`src/rtl/datapath_ctrl_pkg.sv`:
```
// Shared definitions for the nibble-compare datapath controller: widths, state encoding
// and the packed bundle of datapath control strobes.
package datapath_ctrl_pkg;

  localparam int unsigned NIBBLES = 4;
  localparam int unsigned CMP_W   = 4;
  localparam int unsigned SUM_W   = 8;
  localparam int unsigned MATCH_W = 3;

  typedef enum logic [2:0] {
    ST_IDLE  = 3'd0,
    ST_LOAD  = 3'd1,
    ST_CHECK = 3'd2,
    ST_DONE  = 3'd3,
    ST_ERROR = 3'd4
  } state_e;

  typedef struct packed {
    logic sl_sum;
    logic sl_index;
    logic wr_cypher;
    logic wr_compared;
    logic wr_sum;
    logic wr_index;
    logic wr_sum_out;
  } dp_ctrl_t;

endpackage

```
`src/rtl/datapath_ctrl.sv`:
```
// Control FSM for the nibble-compare datapath: start/ready/done handshake, abort,
// match counter and a watchdog that traps a datapath whose stop flag never rises.
module datapath_ctrl
  import datapath_ctrl_pkg::*;
#(
  parameter int unsigned MAX_CHECK = 8,
  parameter int unsigned CNT_W     = 4
) (
  input  logic               clock,
  input  logic               reset_n,
  input  logic               start,
  input  logic               abort,
  input  logic               stop,
  input  logic               equal,
  output logic               ready,
  output logic               done,
  output logic               error,
  output logic [MATCH_W-1:0] match_count,
  output logic               sl_sum,
  output logic               sl_index,
  output logic               wr_cypher,
  output logic               wr_compared,
  output logic               wr_sum,
  output logic               wr_index,
  output logic               wr_sum_out
);

  state_e             r_state;
  state_e             w_next;
  dp_ctrl_t           w_ctrl;
  logic [CNT_W-1:0]   r_wdog;
  logic [CNT_W-1:0]   w_wdog_next;
  logic [MATCH_W-1:0] r_match;
  logic [MATCH_W-1:0] w_match_next;
  logic               r_ready;
  logic               r_done;
  logic               r_error;

  // State, watchdog and handshake registers; flags are registered from the next state
  always_ff @(posedge clock) begin
    if (!reset_n) begin
      r_state <= ST_IDLE;
      r_wdog  <= '0;
      r_match <= '0;
      r_ready <= 1'b1;
      r_done  <= 1'b0;
      r_error <= 1'b0;
    end else begin
      r_state <= w_next;
      r_wdog  <= w_wdog_next;
      r_match <= w_match_next;
      r_ready <= (w_next == ST_IDLE);
      r_done  <= (w_next == ST_DONE);
      r_error <= (w_next == ST_ERROR);
    end
  end

  // Next state and datapath strobes; abort suppresses every write in the cycle it is seen
  always_comb begin
    w_next       = r_state;
    w_ctrl       = '0;
    w_wdog_next  = '0;
    w_match_next = r_match;
    case (r_state)
      ST_IDLE: begin
        if (start) begin
          w_next       = ST_LOAD;
          w_match_next = '0;
        end
      end
      ST_LOAD: begin
        if (abort) begin
          w_next = ST_IDLE;
        end else begin
          w_ctrl.wr_cypher   = 1'b1;
          w_ctrl.wr_compared = 1'b1;
          w_ctrl.wr_sum      = 1'b1;
          w_ctrl.wr_index    = 1'b1;
          w_next             = ST_CHECK;
        end
      end
      ST_CHECK: begin
        if (abort) begin
          w_next = ST_IDLE;
        end else if (stop) begin
          w_ctrl.wr_sum_out = 1'b1;
          w_next            = ST_DONE;
        end else begin
          w_ctrl.wr_index = 1'b1;
          w_ctrl.sl_index = 1'b1;
          if (equal) begin
            w_ctrl.wr_sum = 1'b1;
            w_ctrl.sl_sum = 1'b1;
            if (r_match < MATCH_W'(NIBBLES)) begin
              w_match_next = r_match + MATCH_W'(1);
            end
          end
          w_wdog_next = r_wdog + CNT_W'(1);
          if (w_wdog_next == CNT_W'(MAX_CHECK)) begin
            w_next = ST_ERROR;
          end
        end
      end
      ST_DONE:  w_next = ST_IDLE;
      ST_ERROR: w_next = ST_ERROR;
      default:  w_next = ST_IDLE;
    endcase
  end

  assign sl_sum      = w_ctrl.sl_sum;
  assign sl_index    = w_ctrl.sl_index;
  assign wr_cypher   = w_ctrl.wr_cypher;
  assign wr_compared = w_ctrl.wr_compared;
  assign wr_sum      = w_ctrl.wr_sum;
  assign wr_index    = w_ctrl.wr_index;
  assign wr_sum_out  = w_ctrl.wr_sum_out;

  assign ready       = r_ready;
  assign done        = r_done;
  assign error       = r_error;
  assign match_count = r_match;

endmodule

```
`config.mk`:
```
export PLATFORM = sky130hd
export DESIGN_NAME = datapath_ctrl
export DESIGN_NICKNAME = d
export VERILOG_FILES = /design/src/rtl/datapath_ctrl_pkg.sv /design/src/rtl/datapath_ctrl.sv
export SDC_FILE = /design/constraint.sdc
export NUM_CORES = 1
export LEC_CHECK = 0
export BUFFER_PORTS_ARGS = -buffer_cell sky130_fd_sc_hd__buf_2
export CAP_MARGIN = 20
export CELL_PAD_IN_SITES_DETAIL_PLACEMENT = 1
export CELL_PAD_IN_SITES_GLOBAL_PLACEMENT = 2
export CORE_UTILIZATION = 25
export DETAILED_ROUTE_END_ITERATION = 10
export PLACE_DENSITY = 0.76
export SLEW_MARGIN = 0
export SYNTH_ARGS = -nofsm -noshare
export SYNTH_HDL_FRONTEND = slang
export SYNTH_SLANG_ARGS = --single-unit
```
`constraint.sdc`:
```
create_clock -name clock -period 2.8 [get_ports clock]
set_input_delay 0.56 -clock clock [delete_from_list [all_inputs] [get_ports clock]]
set_output_delay 0.56 -clock clock [all_outputs]
set_load 0.1 [all_outputs]
```
=== Yosys cells after proc, flatten, opt, wreduce, memory -nomap -nowiden ===
Index checks and enable logic that the tools add are counted.

* Register bits: 13
* Input bits: 6
* Word-level logic and storage cells: 49

* Add/sub/neg operators: 2
* Order comparisons: 1
* Equality and inequality tests: 11
* Mux-type cells: 22
* Bitwise operators: 2
* Reduce and logical (&&, ||, !) cells: 5

{| class="wikitable"
|+ Operator list
! cell !! count
|-
| two-way mux 3 bit || 10
|-
| case mux 3 bit (4 select lines) || 1
|-
| two-way mux 2 bit || 5
|-
| != test 2 bit, second input constant || 5
|-
| == test 3 x 2 -> 1 bit, second input constant || 2
|-
| == test 3 bit, second input constant || 2
|-
| zero test 3 bit || 2
|-
| case mux 3 bit (2 select lines) || 1
|-
| AND reduction 6 bit || 1
|-
| adder 4 x 1 -> 4 bit, second input constant || 1
|-
| == test 4 bit, second input constant || 1
|-
| two-way mux 4 bit || 1
|-
| case mux 2 bit (2 select lines) || 1
|-
| OR reduction 4 bit || 1
|-
| adder 3 x 1 -> 3 bit, second input constant || 1
|-
| == test 3 x 1 -> 1 bit, second input constant || 1
|-
| < comparator 3 bit, second input constant || 1
|-
| two-way mux 1 bit || 3
|-
| NOT 1 bit || 2
|-
| nonzero test 2 bit || 1
|}

=== Depth between registers and ports, before layout ===
Gate-level depths: netlist of the first run.

* Depth after elaboration: 7
* Mapped depth: 5
* Gate-level depth less buffers: 5

=== Least setup slack after synthesis of the first run ===
OpenSTA, ideal clock, no wires.

* Path kind: in2out
* Start point: input port stop
* End point: output port wr_sum
* Arrival: 4.993 ns
* Required time: 2.240 ns
* Setup slack: -2.753 ns
* Stages on the path: 4
* Buffers on the path: 0
* Cells stage by stage: or3b_1 -> nor3_1 -> and2_1 -> nand2b_1

* Longest elaborated chain between the ends: 3

{| class="wikitable"
|+ Ends and longest elaborated chain
! element !! RTL line !! source
|-
| start: declaration || datapath_ctrl.sv:13 || <nowiki>input logic stop,</nowiki>
|-
| two-way mux 2 bit || datapath_ctrl.sv:85 || <nowiki>end else if (stop) begin</nowiki>
|-
| two-way mux 3 bit || datapath_ctrl.sv:83 || <nowiki>if (abort) begin</nowiki>
|-
| case mux 2 bit (2 select lines) || datapath_ctrl.sv:64 || <nowiki>case (r_state)</nowiki>
|-
| end: declaration || datapath_ctrl.sv:23 || <nowiki>output logic wr_sum,</nowiki>
|}

No other way between the ends.

=== Worst setup path after layout of the first run ===
* Start point: register r_state[1]
* End point: output port wr_index

* Longest elaborated chain between the ends: 2
* Elaborated cells on any way between the ends: 3

{| class="wikitable"
|+ Ends and longest elaborated chain
! element !! RTL line !! source
|-
| start: declaration || datapath_ctrl.sv:28 || <nowiki>state_e r_state;</nowiki>
|-
| start signal: assignment || datapath_ctrl.sv:49 || <nowiki>r_state <= w_next;</nowiki>
|-
| == test 3 x 2 -> 1 bit or == test 3 x 1 -> 1 bit (tied branches) || datapath_ctrl.sv:64 ||
|-
| case mux 2 bit (2 select lines) * || datapath_ctrl.sv:64 ||
|-
| end: declaration || datapath_ctrl.sv:24 || <nowiki>output logic wr_index,</nowiki>
|}

Mark *: on every way between the ends. The rest lies on a longest branch, timed or not.

==> results of run 1 <==
-- metrics by stage --
| step | instances | hold slack [ps] | power [uW] | TNS, ps |
|---|---|---|---|---|
| after floorplan | 72 | 441.3 | 263.3 | -737.7 |
| after global placement | 115 | 464.7 | 280.6 | 0 |
| after detailed placement | 115 | 493.2 | 281.6 | 0 |
| after CTS | 119 | 506.3 | 400.9 | 0 |
| after global routing | 119 | 540.5 | 414.2 | 0 |
| final | 119 | 496.3 | 391.6 | 0 |
-- metal layers --
layer | routed length [um] | track usage [%] | vias up
met2 | 785 | 23.93 | 13
met3 | 83 | 6.087 | 0
met5 | 0 | 0 | -
li1 | - | - | 293
met4 | 0 | 2.632 | 0
met1 | 635 | 13.24 | 271
-- worst register-to-register path, cell delays in order, from the launching register on --
cell and delay [ps]:
dfxtp_1 490, or3b_4 450, or4_1 550, a21oi_1 160
-- Yosys cell counts (2+ instances only) --
cell type / count
a21oi_1: 3
and2_1: 3
and3_1: 3
clkbuf_1: 2
dfxtp_1: 13
ha_1: 2
nand2_1: 5
nand2b_1: 7
nand3b_1: 2
nor2_1: 6
nor3_1: 3
o21ai_0: 2
-- layout make-up --
class / count / share of cell area (%)
timing repair buffer: 18 / 14.48
inverter: 1 / 0.4525
multi-input combinational: 55 / 46.30
sequential: 13 / 31.37
clock buffer: 4 / 3.167
tap: 28 / 4.223
-- layout by cell type, fill, tap and decap left out, types with 2 or more instances in the layout --
cell,synthesis,final
nand3b_1,2,2
nand2b_1,7,5
buf_12,0,2
nand2_1,5,5
dfxtp_1,13,13
nor2_1,6,6
clkbuf_4,0,3
ha_1,2,2
o21ai_0,2,2
and3_1,3,3
a21oi_1,3,3
and2_1,3,2
buf_2,0,16
-- registers in the layout (all words and copies together) (netlist names) --
name	flops
error	1
done	1
r_wdog	4
r_state	3
match_count	3
ready	1
-- cell families after synthesis --
group | count (synthesis) | synth area share (%)
AOI/OAI and AO/OA | 13 | 14.26
buffers and inverters | 4 | 2.971
xor gates and xnor gates | 2 | 2.773
adders and majority gates | 2 | 3.960
and+or+nand+nor | 37 | 33.27
muxes | 1 | 1.584
DFF | 13 | 41.19
-- power by group --
part / switching, uW / total (uW) / internal, uW
logic: 63.4 / 83.0 / 19.6
clock network: 59.5 / 115 / 55.2
registers: 4.76 / 194 / 189
-- worst max path at each step --
stage / from / endpoint
after CTS: r_state[1] / wr_index
final: r_state[1] / wr_index
after global routing: r_state[1] / wr_index
after global placement: stop / wr_index
after floorplan: stop / wr_sum
after detailed placement: stop / wr_index
==> results.tsv, run 1 <==
metric	value	unit
nature of the critical path endpoint	primary output	
routability cong.	0.7229	
RSZ-0062 raised after global routing	no	
status	finished, final reports clean	
Worst-Margin Slew	486.0	ps
multi-input logic area	384.1	um2
ys async rst share	0	%
# IOs	19	
arrival time worst endpoint	2030	ps
first-pass GRT wire length	2553	um
Slew headroom	67.82	%
DP Area	803.3	um2
Setup CP Type	reg -> out	
number of synthesized flops with an enable pin	0	
Clock Skew	3.341	ps
Unique masters post-synth	33	
dpl ws	309.5	ps
DRC violations left	0	
CP required	2240	ps
Crit-path slowest cell	dfxtp_1	
Via Count	577	
Initial DRC Count	5	
# rows	17	
Num CTS Buffers	3	
VDD IR-drop max	0.2432	mV
Hold Violations, Final	0	
Design Area, Final	829.5	um2
clk sinks	13	
R2R setup slack	1090	ps
Period minus WS final	2593	ps
Synth area leader	dfxtp_1	
Mapped Nets	80	
top_reg_cell synth	dfxtp_1	
core box area	2297	um2
worst reg2reg path depth	3	
Layout Utilization	36.11	%
WP depth	4	
top cells by area, synth	dfxtp_1, nand2b_1, ha_1	
flops & latches, synth	13	
remaining antenna violation count	0	
Die ar.	2733	um2
Buffers on Ports	18	
die height	52.28	um
CP top delay family	simple AND/OR/NAND/NOR gates	
PD cells	472.0	nW/um2
DRT Pass-1 Iters	2	
gr usage total	12.98	%
mean post-synth cell area	8.776	um2
CTS tree	done	
routed length per instance	12.64	um
die width	52.28	um
Initial Utilization	27.51	%
clock buffer depth	2	
Critical Path, Cell by Cell	or3b_4 -> nor3_4 -> nand2b_2 -> buf_2	
Layout area overhead	31.29	%
Slew Viols, Final	0	
Total Nets Final	100	
max incr delay on CP	490	ps
worst skew pair latency	270	ps
final setup violation count	0	
share of the synthesized area in the top cell type	41.19	%
Hold Buf Count CTS	0	
post_cts resized	0	
origin of the critical flop-to-flop path	r_state[1]	
layout cells sized above 1	30.77	%
HP Start	match_count[1]	
Ys Warns	0	
Post-Syn Area	631.9	um2
Max Clk Rate	385.6	MHz
Buf+Inv Stages, Crit Path	1	
sequential element share of the synthesized area	41.19	%
Worst Hold Class	reg -> reg	
initial antenna violation count	0	
hold depth	2	
vias in the first global route	598	
Via density	4.849	
Critical Path Source Type	register	
largest net degree at the start of global routing	11	
DP HPWL	1233	um
number of fillers in the final layout	278	
routed wire length	1504	um
critical path peak fanout	9	
Synth Instances	72	
Worst-path clk slew	80	ps
MaxCap Viol Count	0	
CTS H-tree lvls	1	
root buf cell	clkbuf_4	
Register Area	260.3	um2
antenna fix cells	0	
post-route clock period utilization	92.61	%
total grt overflow	0	
post-CTS setup buffer count	0	
reg2reg end	error	
final worst slack	206.9	ps
leak pwr	0.0003772	uW
WHS Endpoint	match_count[1]	
Power figures use the tool's default switching activity.
==> run 2: changes to the inputs <==
--- a/config.mk
+++ b/config.mk
@@ -12,4 +12,6 @@
 export CORE_UTILIZATION = 25
 export DETAILED_ROUTE_END_ITERATION = 10
+export HOLD_SLACK_MARGIN = 0.05
+export MAX_ROUTING_LAYER = met4
 export PLACE_DENSITY = 0.76
 export SLEW_MARGIN = 0
==> constraint.sdc (replaced) <==
create_clock -name clock -period 2.8 [get_ports clock]
set_input_delay 0.84 -clock clock [delete_from_list [all_inputs] [get_ports clock]]
set_output_delay 0.84 -clock clock [all_outputs]
set_load 0.1 [all_outputs]
==> run 2 against run 1 <==
Clock power up 6%. Cell area up 17%. Maximum frequency down 7.3%. Combinational power up 18%. Worst setup slack worse by 210 ps. Total power up 5.7%. Clock-buffer cell count unchanged. Non-clock buffer count up 6. Via count up 4.0%. Sequential power about the same. Critical path type is now in -> out.
==> results.tsv, run 2 (synthesized netlist as in run 1, its figures left out) <==
metric	value	unit
antenna fix cells	0	
Die ar.	2733	um2
Buffers on Ports	18	
PD cells	426.9	nW/um2
CP top delay family	simple AND/OR/NAND/NOR gates	
total grt overflow	0	
Slew headroom	67.88	%
Critical Path Source Type	input port	
CTS H-tree lvls	1	
CP required	1960	ps
DRC violations left	0	
initial antenna violation count	0	
max incr delay on CP	400	ps
DP HPWL	1304	um
Slew Viols, Final	0	
root buf cell	clkbuf_4	
hold_ws	486.1	ps
Crit-path slowest cell	or3b_4	
Hold Violations, Final	0	
Num CTS Buffers	3	
RSZ-0062 raised after global routing	yes	
gr usage total	14.67	%
DRT Pass-1 Iters	3	
vias in the first global route	586	
core box area	2297	um2
Hold Buf Count CTS	0	
routability cong.	0.7584	
status	finished, final reports clean	
final setup violation count	0	
Layout Utilization	42.21	%
MaxCap Viol Count	0	
# rows	17	
VDD IR-drop max	0.2948	mV
Worst Hold Class	reg -> reg	
Initial Utilization	27.51	%
clock buffer depth	2	
die height	52.28	um
largest net degree at the start of global routing	11	
final setup TNS	0	ps
leak pwr	0.0004173	uW
R2R setup slack	1170	ps
CTS tree	done	
critical path peak fanout	2	
die width	52.28	um
Critical Path, Cell by Cell	buf_6 -> or3b_4 -> nor3_4 -> and2_4 -> nand2b_4 -> buf_12	
Via Count	600	
Period minus WS final	2798	ps
Initial DRC Count	5	
worst skew pair latency	290	ps
Via density	4.800	
commonest non-fill, non-tap cell in the layout	dfxtp_1	
DP Area	919.6	um2
Setup CP Type	in -> out	
number of flip-flops in the largest register	4	
routed length per instance	13.16	um
arrival time worst endpoint	1960	ps
remaining antenna violation count	0	
# IOs	19	
layout cells sized above 1	36.08	%
Worst-Margin Slew	485.1	ps
Top reg by flops	r_wdog	
Clock Skew	8.619	ps
Total Nets Final	106	
nature of the critical path endpoint	primary output	
Layout area overhead	53.47	%
Worst-path clk slew	80	ps
routed wire length	1645	um
clk sinks	13	
Buf+Inv Stages, Crit Path	2	
Design Area, Final	969.7	um2
post-route clock period utilization	99.94	%
Max Clk Rate	357.3	MHz
commonest cells after routing, fill and taps aside	dfxtp_1, buf_2, buf_12, nor2_1	
first-pass GRT wire length	2677	um
==> run 2: what timing repair did <==
action                                  4_1_cts  5_1_grt
endpoints found under the setup margin        2        3
setup buffers                                 1        0
resized for setup                             2        1
pin swaps                                     3        0
==> run 2: metrics by stage <==
step / setup WS, ps / total power, uW / std cells
after CTS: 6.043 / 415.5 / 125
after floorplan: -1022 / 265.7 / 72
after global placement: -53.59 / 293.6 / 120
final: 1.562 / 413.9 / 125
after detailed placement: -62.52 / 294.6 / 120
after global routing: -19.59 / 439.4 / 125
==> run 2: path summary, 6_finish.rpt <==
path	to	cells past startpoint	start
worst max-delay path	wr_sum	6	abort
worst min-delay path	r_wdog[0]	1	r_wdog[0]
worst max register to register	error	4	r_state[1]
worst min register to register	r_wdog[0]	1	r_wdog[0]
==> run 2: per-layer routing <==
| metal | part of all wire (%) | up-vias | global-route usage (%) |
|---|---|---|---|
| met3 | 4.2 | 5 | 4.348 |
| met2 | 47 | 14 | 22.65 |
| met5 | 0 | - | - |
| met1 | 46 | 274 | 16.55 |
| met4 | 2.7 | 0 | 9.211 |
| li1 | - | 307 | - |
==> run 2: report_power, final <==
group	total [uW]	internal [uW]	switching, uW
Combinational	98.3	31.6	66.8
Clock	122	55.4	66.9
Sequential	193	189	4.16
==> run 2: area by class of cell <==
cell class | count | area [um2]
inverter | 1 | 7.507
timing repair buffer | 24 | 256.5
multi-input combinational | 55 | 384.1
fill | 277 | 1328
clock buffer | 4 | 26.28
tap | 28 | 35.03
sequential | 13 | 260.3
==> run 3: changes to the inputs <==
Settings changed: CTS_BUF_LIST set to sky130_fd_sc_hd__clkbuf_16.
==> run 3 against run 2 <==
Global-route usage is 1.1 points higher. Hold slack worse by 3.5 ps. Routed wire length is 9.9% higher. Maximum frequency is 0.98% lower. The run now ends with negative setup slack left. Register-to-register slack worse by 20 ps. Sequential power hardly changed. Worst setup slack worse by 28 ps. Combinational power hardly changed. Critical path depth stayed put. Non-clock buffer count is 1 higher. Critical path type unchanged. First-iteration DRC count stayed put. Utilization is 2.8 points higher.
==> results.tsv, run 3 (synthesized netlist as in run 1, its figures left out) <==
metric	value	unit
RSZ-0062 raised after global routing	yes	
reg2reg end	match_count[0]	
commonest cells after routing, fill and taps aside	dfxtp_1, buf_2, buf_12, nor2_1, buf_4	
Pint	410.5	uW
largest net degree at the start of global routing	11	
clk sinks	13	
core box area	2297	um2
Slew Viols, Final	0	
PD cells	542.9	nW/um2
max incr delay on CP	410	ps
first-pass GRT wire length	2932	um
nature of the critical path endpoint	primary output	
# IOs	19	
final setup TNS	-31.81	ps
hold depth	1	
Max Clk Rate	353.9	MHz
vias in the first global route	624	
die width	52.28	um
CTS tree	done	
Layout Utilization	45.04	%
CP required	1960	ps
total grt overflow	0	
status	complete, but fails checks	
worst reg2reg path depth	5	
number of fillers in the final layout	269	
Worst Hold Class	reg -> reg	
dpl ws	-62.52	ps
WHS Endpoint	r_wdog[0]	
Initial DRC Count	5	
MaxCap Viol Count	0	
CP top delay family	simple AND/OR/NAND/NOR gates	
cell total after placement	120	
Worst-Margin Slew	485.1	ps
critical path peak fanout	2	
Critical Path, Cell by Cell	buf_6 -> or3b_4 -> nor3_4 -> and2_4 -> nand2b_4 -> buf_12	
VDD IR-drop max	0.1970	mV
leak pwr	0.0004519	uW
Via Count	618	
Top reg by flops	r_wdog	
commonest non-fill, non-tap cell in the layout	dfxtp_1	
routed length per instance	14.35	um
remaining antenna violation count	0	
Buffers on Ports	18	
final cell count without fillers	126	
routed wire length	1808	um
DRT Pass-1 Iters	3	
gr usage total	15.78	%
Net Sw Power	151.2	uW
Crit-path slowest cell	or3b_4	
number of flip-flops in the largest register	4	
Buf+Inv Stages, Crit Path	2	
DP HPWL	1304	um
Total Nets Final	107	
Num CTS Buffers	3	
post-route clock period utilization	100.9	%
Sequential Power Share	34.6	%
clock power share	47.6	%
Initial Utilization	27.51	%
R2R setup slack	1150	ps
Comb power frac	17.8	%
DRC violations left	0	
Hold Violations, Final	0	
die height	52.28	um
sw frac	26.91	%
Critical Path Source Type	input port	
Setup CP Type	in -> out	
HP Start	r_wdog[0]	
origin of the critical flop-to-flop path	r_state[1]	
Clock Skew	4.910	ps
routability cong.	0.7584	
layout cells sized above 1	36.73	%
CTS H-tree lvls	1	
Layout area overhead	63.76	%
root buf cell	clkbuf_16	
failing checks	negative setup slack	
hold_ws	482.6	ps
clock buffer depth	2	
Worst-path clk slew	40	ps
final worst slack	-26.01	ps
Die ar.	2733	um2
Slew headroom	67.88	%
arrival time worst endpoint	1990	ps
Via density	4.905	
Period minus WS final	2826	ps
initial antenna violation count	0	
final setup violation count	2	
worst skew pair latency	240	ps
antenna fix cells	0	
# rows	17	
## run 3: worst max-delay path by stage
| stage | cells past startpoint | endpoint | from | slack, ps |
|---|---|---|---|---|
| finish | 6 | wr_sum | abort | -30 |
| global route | 6 | wr_sum | abort | -40 |
| CTS | 6 | wr_sum | abort | 4 |
| detailed placement | 6 | wr_sum | stop | -60 |
| global placement | 6 | wr_sum | stop | -50 |
| floorplan | 4 | wr_sum | stop | -1020 |
## run 3: per-layer routing
metal / vias to the layer above / wire length (um) / GRT usage (%)
li1: 307 / - / -
met1: 292 / 836 / 19.13
met2: 14 / 867 / 23.93
met3: 5 / 58 / 3.478
met4: 0 / 46 / 9.211
met5: - / 0 / -
## run 3: per-stage QoR
stage	cell area, um2	total power, uW
final	1035	561.7
after global routing	1035	588.0
after CTS	1016	567.1
after detailed placement	919.6	294.6
after global placement	919.6	293.6
after floorplan	679.4	265.7
## run 3: cell type report
class	instances	area (um2)	area share [%]
clock buffer	3	75.07	7.255
clock inverter	1	3.754	0.3628
inverter	1	7.507	0.7255
multi-input combinational	55	389.1	37.61
sequential	13	260.3	25.15
tap	28	35.03	3.386
timing repair buffer	25	264.0	25.51
## run 3: what timing repair did
action,4_1_cts,5_1_grt
resized for setup,2,2
hold buffers,0,0
endpoints found under the setup margin,2,3
pin swaps,3,0
buffers inserted,1,1
## run 3: power groups by stage
stage / Clock, uW / Sequential (uW) / Combinational [uW]
floorplan: 0 / 218 / 47.6
global placement: 0 / 198 / 96.1
detailed placement: 0 / 198 / 96.9
CTS: 274 / 194 / 98.8
global route: 288 / 195 / 105
finish: 267 / 194 / 100
